<file path="src/rtl/traffic_pkg.sv">
// Shared lamp codes, FSM state encoding and the per-lamp decode used by the
// traffic phase sequencer.
package traffic_pkg;

    localparam logic [2:0] RED = 3'b100;
    localparam logic [2:0] YEL = 3'b010;
    localparam logic [2:0] GRN = 3'b001;
    localparam logic [2:0] OFF = 3'b000;

    typedef enum logic [2:0] {
        ALL_RED = 3'd0,
        GREEN   = 3'd1,
        YELLOW  = 3'd2,
        PREEMPT = 3'd3,
        FLASH   = 3'd4
    } state_t;

    // in_phase: the signal is in the current phase's green mask.
    function automatic logic [2:0] lamp_code(input state_t st, input logic in_phase,
                                             input logic flash_on);
        logic [2:0] code;
        case (st)
            GREEN, PREEMPT: code = in_phase ? GRN : RED;
            YELLOW:         code = in_phase ? YEL : RED;
            FLASH:          code = flash_on ? YEL : OFF;
            default:        code = RED;
        endcase
        return code;
    endfunction

endpackage

</file>
<file path="src/rtl/traffic_next_phase.sv">
// Round-robin next-phase picker: first eligible phase after the current one,
// with wrap-around. Phase 0 is always eligible, so a result always exists.
module traffic_next_phase #(
    parameter int NUM_PHASES = 4
) (
    input  logic [$clog2(NUM_PHASES)-1:0] phase,
    input  logic [NUM_PHASES-1:0]         demand,
    output logic [$clog2(NUM_PHASES)-1:0] next_phase
);
    localparam int PW = $clog2(NUM_PHASES);

    logic [NUM_PHASES-1:0] eligible;
    logic [PW:0]           sum;
    logic [PW-1:0]         cand;
    logic                  found;

    assign eligible = demand | NUM_PHASES'(1);

    always_comb begin
        next_phase = '0;
        found      = 1'b0;
        sum        = '0;
        cand       = '0;
        // Step k = NUM_PHASES lands back on the current phase, closing the ring.
        for (int k = 1; k <= NUM_PHASES; k++) begin
            sum = {1'b0, phase} + (PW+1)'(k);
            if (sum >= (PW+1)'(NUM_PHASES)) begin
                sum = sum - (PW+1)'(NUM_PHASES);
            end
            cand = sum[PW-1:0];
            if (!found && eligible[cand]) begin
                next_phase = cand;
                found      = 1'b1;
            end
        end
    end

endmodule

</file>
<file path="src/rtl/traffic_phase_sequencer.sv">
// Traffic signal phase sequencer: green/yellow/all-red cycling with demand
// skipping, emergency preemption and flash mode.
module traffic_phase_sequencer
    import traffic_pkg::*;
#(
    parameter int NUM_PHASES = 4,
    parameter int NUM_SIG    = 4,
    parameter int CNT_W      = 8,
    parameter int YELLOW_T   = 5,
    parameter int ALLRED_T   = 2,
    parameter int MIN_GREEN  = 3,
    parameter int FLASH_T    = 4
) (
    input  logic                            clk,
    input  logic                            rst,
    input  logic                            enable,
    input  logic [NUM_PHASES*CNT_W-1:0]     green_time,
    input  logic [NUM_PHASES*NUM_SIG-1:0]   green_mask,
    input  logic [NUM_PHASES-1:0]           demand,
    input  logic                            preempt_req,
    input  logic [$clog2(NUM_PHASES)-1:0]   preempt_phase,
    input  logic                            flash_req,
    output logic [NUM_SIG*3-1:0]            lights,
    output logic [$clog2(NUM_PHASES)-1:0]   phase_id,
    output logic [2:0]                      state_o,
    output logic                            phase_done
);
    localparam int PW = $clog2(NUM_PHASES);
    localparam logic [CNT_W-1:0] ALLRED_LAST = CNT_W'(ALLRED_T - 1);
    localparam logic [CNT_W-1:0] YELLOW_LAST = CNT_W'(YELLOW_T - 1);
    localparam logic [CNT_W-1:0] FLASH_LAST  = CNT_W'(FLASH_T - 1);
    localparam logic [CNT_W:0]   MIN_GREEN_W = (CNT_W+1)'(MIN_GREEN);

    state_t            state_reg;
    logic [CNT_W-1:0]  cnt_reg;
    logic [CNT_W-1:0]  dur_reg;
    logic [PW-1:0]     phase_reg;
    logic              pending_reg;
    logic              force_p0_reg;
    logic              flash_on_reg;

    logic [PW-1:0]       next_phase;
    logic [CNT_W-1:0]    gt_arr   [NUM_PHASES];
    logic [NUM_SIG-1:0]  mask_arr [NUM_PHASES];
    logic [NUM_SIG-1:0]  mask_sel;
    logic                hold_green;
    logic                timer_done;
    logic                preempt_cut;
    logic                green_end;

    genvar gi;
    generate
        for (gi = 0; gi < NUM_PHASES; gi++) begin : g_unpack
            assign gt_arr[gi]   = green_time[gi*CNT_W +: CNT_W];
            assign mask_arr[gi] = green_mask[gi*NUM_SIG +: NUM_SIG];
        end
    endgenerate

    traffic_next_phase #(
        .NUM_PHASES (NUM_PHASES)
    ) u_next_phase (
        .phase      (phase_reg),
        .demand     (demand),
        .next_phase (next_phase)
    );

    function automatic logic [CNT_W-1:0] green_len(input logic [CNT_W-1:0] t);
        return (t == '0) ? CNT_W'(1) : t;
    endfunction

    // Preemption toward the phase already green just freezes it as PREEMPT.
    assign hold_green  = preempt_req && (phase_reg == preempt_phase);
    assign timer_done  = (cnt_reg == dur_reg - 1'b1);
    assign preempt_cut = preempt_req && !hold_green &&
                         (({1'b0, cnt_reg} + 1'b1) >= MIN_GREEN_W);
    assign green_end   = timer_done || preempt_cut;

    assign phase_done = (state_reg == GREEN) && enable && !rst && !flash_req &&
                        !hold_green && green_end;

    always_ff @(posedge clk) begin
        if (rst) begin
            state_reg    <= ALL_RED;
            cnt_reg      <= '0;
            dur_reg      <= CNT_W'(1);
            phase_reg    <= '0;
            pending_reg  <= 1'b0;
            force_p0_reg <= 1'b1;
            flash_on_reg <= 1'b0;
        end else if (flash_req) begin
            if (state_reg != FLASH) begin
                state_reg    <= FLASH;
                cnt_reg      <= '0;
                flash_on_reg <= 1'b1;
                pending_reg  <= 1'b0;
            end else if (cnt_reg == FLASH_LAST) begin
                cnt_reg      <= '0;
                flash_on_reg <= !flash_on_reg;
            end else begin
                cnt_reg <= cnt_reg + 1'b1;
            end
        end else if (state_reg == FLASH) begin
            // Leaving flash restarts the cycle cleanly from phase 0.
            state_reg    <= ALL_RED;
            cnt_reg      <= '0;
            force_p0_reg <= 1'b1;
            flash_on_reg <= 1'b0;
        end else if (enable) begin
            case (state_reg)
                ALL_RED: begin
                    if (preempt_req) pending_reg <= 1'b1;
                    if (cnt_reg == ALLRED_LAST) begin
                        cnt_reg <= '0;
                        if (force_p0_reg) begin
                            state_reg    <= GREEN;
                            phase_reg    <= '0;
                            dur_reg      <= green_len(gt_arr[0]);
                            force_p0_reg <= 1'b0;
                        end else if (pending_reg || preempt_req) begin
                            state_reg   <= PREEMPT;
                            phase_reg   <= preempt_phase;
                            pending_reg <= 1'b0;
                        end else begin
                            state_reg <= GREEN;
                            phase_reg <= next_phase;
                            dur_reg   <= green_len(gt_arr[next_phase]);
                        end
                    end else begin
                        cnt_reg <= cnt_reg + 1'b1;
                    end
                end
                GREEN: begin
                    if (hold_green) begin
                        state_reg <= PREEMPT;
                    end else if (green_end) begin
                        state_reg <= YELLOW;
                        cnt_reg   <= '0;
                        if (preempt_cut) pending_reg <= 1'b1;
                    end else begin
                        cnt_reg <= cnt_reg + 1'b1;
                    end
                end
                YELLOW: begin
                    if (preempt_req) pending_reg <= 1'b1;
                    if (cnt_reg == YELLOW_LAST) begin
                        state_reg <= ALL_RED;
                        cnt_reg   <= '0;
                    end else begin
                        cnt_reg <= cnt_reg + 1'b1;
                    end
                end
                PREEMPT: begin
                    if (!preempt_req) begin
                        state_reg <= YELLOW;
                        cnt_reg   <= '0;
                    end
                end
                default: begin
                    state_reg <= ALL_RED;
                    cnt_reg   <= '0;
                end
            endcase
        end
    end

    assign mask_sel = mask_arr[phase_reg];

    generate
        for (gi = 0; gi < NUM_SIG; gi++) begin : g_lamp
            assign lights[gi*3 +: 3] = lamp_code(state_reg, mask_sel[gi], flash_on_reg);
        end
    endgenerate

    assign state_o  = state_reg;
    assign phase_id = phase_reg;

endmodule
</file>
<file path="config.mk">
export PLATFORM = sky130hd
export DESIGN_NAME = traffic_phase_sequencer
export DESIGN_NICKNAME = d
export VERILOG_FILES = /design/src/rtl/traffic_pkg.sv /design/src/rtl/traffic_next_phase.sv /design/src/rtl/traffic_phase_sequencer.sv
export SDC_FILE = /design/constraint.sdc
export NUM_CORES = 1
export LEC_CHECK = 0
export CAP_MARGIN = 20
export CORE_ASPECT_RATIO = 1.5
export CORE_MARGIN = 2
export CORE_UTILIZATION = 30
export DETAILED_ROUTE_END_ITERATION = 16
export HOLD_SLACK_MARGIN = 0.02
export SETUP_SLACK_MARGIN = 0.1
export SLEW_MARGIN = 20
export SYNTH_ARGS = -nofsm -noshare
export SYNTH_HDL_FRONTEND = slang
export SYNTH_SLANG_ARGS = --single-unit
export TNS_END_PERCENT = 20
</file>
<file path="constraint.sdc">
create_clock -name clk -period 4.85 [get_ports clk]
set_clock_uncertainty 0.15 [all_clocks]
set_input_delay 1.2125 -clock clk [delete_from_list [all_inputs] [get_ports clk]]
set_output_delay 1.2125 -clock clk [all_outputs]
set_load 0.02 [all_outputs]
</file>
==> run_results.csv <==
group,metric,value,unit
place,routabilityCongestion,0.778,
routing,dr.pass1.iters,4,
synth,syn_inst,298,
routing,viasPerCell,5.17,
clock_tree,cts_hold_buf,0,
routing,drc,0,
sta,period_share,92.9,%
place,place_hpwl,5040,um
critical_path,worstPathArrival,3.14,ns
sta,maxSlewHeadroom,63.3,%
sta,setup_viol,0,
sta,max_freq,222,MHz
sta,grt_setup_unrepaired,"no",
clock_tree,htreeDepth,1,
sta,hold_ws,0.350,ns
run,cap_violations,0,
place,port_buffers,75,
clock_tree,cts_tree,"yes",
routing,top_layer,"met4",
min_path,hold_path.class,"reg -> reg",
synth,yosysTopAreaCell,"dfxtp_1",
synth,ys_seq_area_share,19.6,%
routing,drt_iter0_markers,159,
routing,wl_met1,2510,um
pwr,switchingPower,0.000192,W
routing,wl_met3,224,um
critical_path,worstPathCellList,"clkdlybuf4s50_1 > xor2_1 > nor2_1 > and2b_2 > o31ai_1 > a21oi_1 > clkdlybuf4s50_1",
routing,wl_met2,3490,um
synth,avgSynthCellArea,8.21,um^2
final_layout,antennaDiodeCount,0,
clock_tree,cts_buffers,3,
critical_path,cp_slowest_cell,"clkdlybuf4s50_1",
critical_path,worstPathRequired,3.49,ns
critical_path,start_kind,"input port",
synth,synth_edf_count,0,
die,rows,40,
synth,synth_top_area_share,19.6,%
clock_tree,clkLatencyLatePin,0.26,ns
synth,syn_nets,363,
pwr,ir_drop,0.115,mV
die,die_h,115,um
clock_tree,clock_path_buffers,2,
grt,grt_pass1_wl,10700,um
synth,netlist_top_cells_area,"dfxtp_1 (20%), mux2i_1 (11%), a21oi_1 (4.3%)",
routing,num_vias,2389,
die,core_area,0.00796,mm^2
pwr,pwr-share-clk,30.5,%
sta,tns,0,ns
critical_path,critPathMaxStageDelay,0.57,ns
synth,ys_ff_latch,24,
pwr,totalPowerFinal,0.000643,W
die,ioPinCount,77,
clock_tree,post_cts_buffers,0,
grt,grt_overflow_total,0,
pwr,combPwrFrac,35.1,%
critical_path,worstPathMaxFanout,4,
synth,synth_cell_types,68,
die,die_area,0.00891,mm^2
critical_path,crit_type,"in -> out",
grt,grt_max_degree,24,
pwr,p_int,0.000451,W
pwr,switching_share,29.9,%
pwr,p_per_area,198,mW/mm^2
sta,maxSlewViolCount,0,
routing,wl_per_cell,13.6,um
critical_path,crit_path_end_kind,"primary output",
clock_tree,root_buffer,"clkbuf_16",
clock_tree,cts.clk_slew.worst_paths,0.06,ns
pwr,seqPwrFrac,34.4,%
final_layout,layout.nets,423,
sta,hold_viol,0,
pwr,p_leak,1.20,nW
status,outcome,"finished, final reports clean",
routing,final_antenna_net_count,0,
final_layout,drive_gt1_share,9.52,%
sta,tightest_slew,0.549,ns
synth,async_flop_share,0,%
grt,grt_pass1_vias,2381,
synth,yosys_warnings,0,
grt,antenna_found_initial,0,
final_layout,syn2layout_area_growth,32.9,%
synth,synth_flop_cell,"dfxtp_1",
grt,grt.total_usage,14.4,%
clock_tree,ctsResizeCount,0,
critical_path,crit_top_cell,"clkdlybuf4s50_1",
clock_tree,numClockSinks,24,
die,die_w,77.7,um
sta,finalCriticalPeriod,4.50,ns
die,start_util,30.7,%
synth,synth_area,0.00245,mm^2
routing,routed_wl,6300,um
-- kinds of logic after synthesis --
family | share of synthesized area [%]
muxes | 17.0
buffers and inverters | 9.57
adders and majority gates | 3.07
xor gates and xnor gates | 5.01
DFF | 19.6
AOI/OAI and AO/OA | 19.3
and+or+nand+nor | 26.4
-- critical path: cells and delay by family --
family / cells / cell delay [ns]
simple gates: 2 / 0.50
buf+inv: 2 / 1.02
xor+xnor: 1 / 0.16
compound gates: 2 / 0.26
-- cells in the final DEF (no fill, tap or decap), types with 4 or more instances in the layout --
| cell | instances |
|---|---|
| nor3_1 | 10 |
| a31oi_1 | 5 |
| o211ai_1 | 4 |
| a211oi_1 | 5 |
| xnor2_1 | 10 |
| o21ai_0 | 6 |
| nor2_1 | 27 |
| nand2_1 | 26 |
| nor2b_1 | 5 |
| a21oi_1 | 21 |
| mux4_2 | 4 |
| ha_1 | 6 |
| xor2_1 | 4 |
| buf_4 | 4 |
| clkdlybuf4s50_1 | 75 |
| and2_1 | 5 |
| nand3_1 | 11 |
| dfxtp_1 | 24 |
| mux2i_1 | 28 |
| o22ai_1 | 4 |
| inv_1 | 7 |
| mux2_2 | 4 |
| nor3b_1 | 4 |
-- worst paths after layout --
path                    startpoint  cells past startpoint          end  slack [ns]
setup / recovery  preempt_phase[0]                      7   phase_done        0.35
hold / removal         pending_reg                      2  pending_reg        0.35
setup reg to reg        cnt_reg[0]                      7   cnt_reg[7]        1.70
hold reg to reg        pending_reg                      2  pending_reg        0.35
-- final cells by class --
cell class | instances | area (um^2)
fill | 804 | 4710
clock buffer | 4 | 88.8
multi-input combinational | 242 | 1740
timing repair buffer | 79 | 781
tap | 105 | 131
inverter | 8 | 30.0
sequential | 24 | 480
-- synth_stat cells (4+ instances only) --
| cell type | n |
|---|---|
| o211ai_1 | 4 |
| clkbuf_8 | 7 |
| xnor2_1 | 10 |
| ha_1 | 6 |
| mux2_2 | 4 |
| inv_1 | 7 |
| nor2b_1 | 5 |
| a21oi_1 | 21 |
| nand2_1 | 26 |
| nand3_1 | 11 |
| mux4_2 | 4 |
| nor3b_1 | 4 |
| nor3_1 | 10 |
| o22ai_1 | 4 |
| xor2_1 | 4 |
| a31oi_1 | 5 |
| o21ai_0 | 6 |
| nor2_1 | 27 |
| dfxtp_1 | 24 |
| a211oi_1 | 5 |
| buf_2 | 8 |
| and2_1 | 5 |
| mux2i_1 | 28 |
-- power groups by stage --
stage          combinational, W  sequential, W  clock [W]
2_1_floorplan          0.000146       0.000217          0
3_3_place_gp           0.000224       0.000226          0
3_5_place_dp           0.000227       0.000226          0
4_1_cts                0.000227       0.000221   0.000203
5_1_grt                0.000245       0.000224   0.000210
6_report               0.000226       0.000221   0.000196
-- per-stage QoR --
stage,setup WS (ns),cells,util (%),cell area (um^2)
after floorplan,1.42,298,-,2450
after global placement,0.365,458,39.7,3160
after detailed placement,0.364,458,39.7,3160
after CTS,0.366,462,40.8,3250
after global routing,0.295,462,40.8,3250
final,0.346,462,40.8,3250
-- routing by layer --
metal	vias up	track usage, %
li1	1211	-
met1	1111	15.3
met2	61	28.9
met3	6	1.66
met4	0	4.64
met5	-	0
Note: power is estimated with default switching activity, not from simulation.
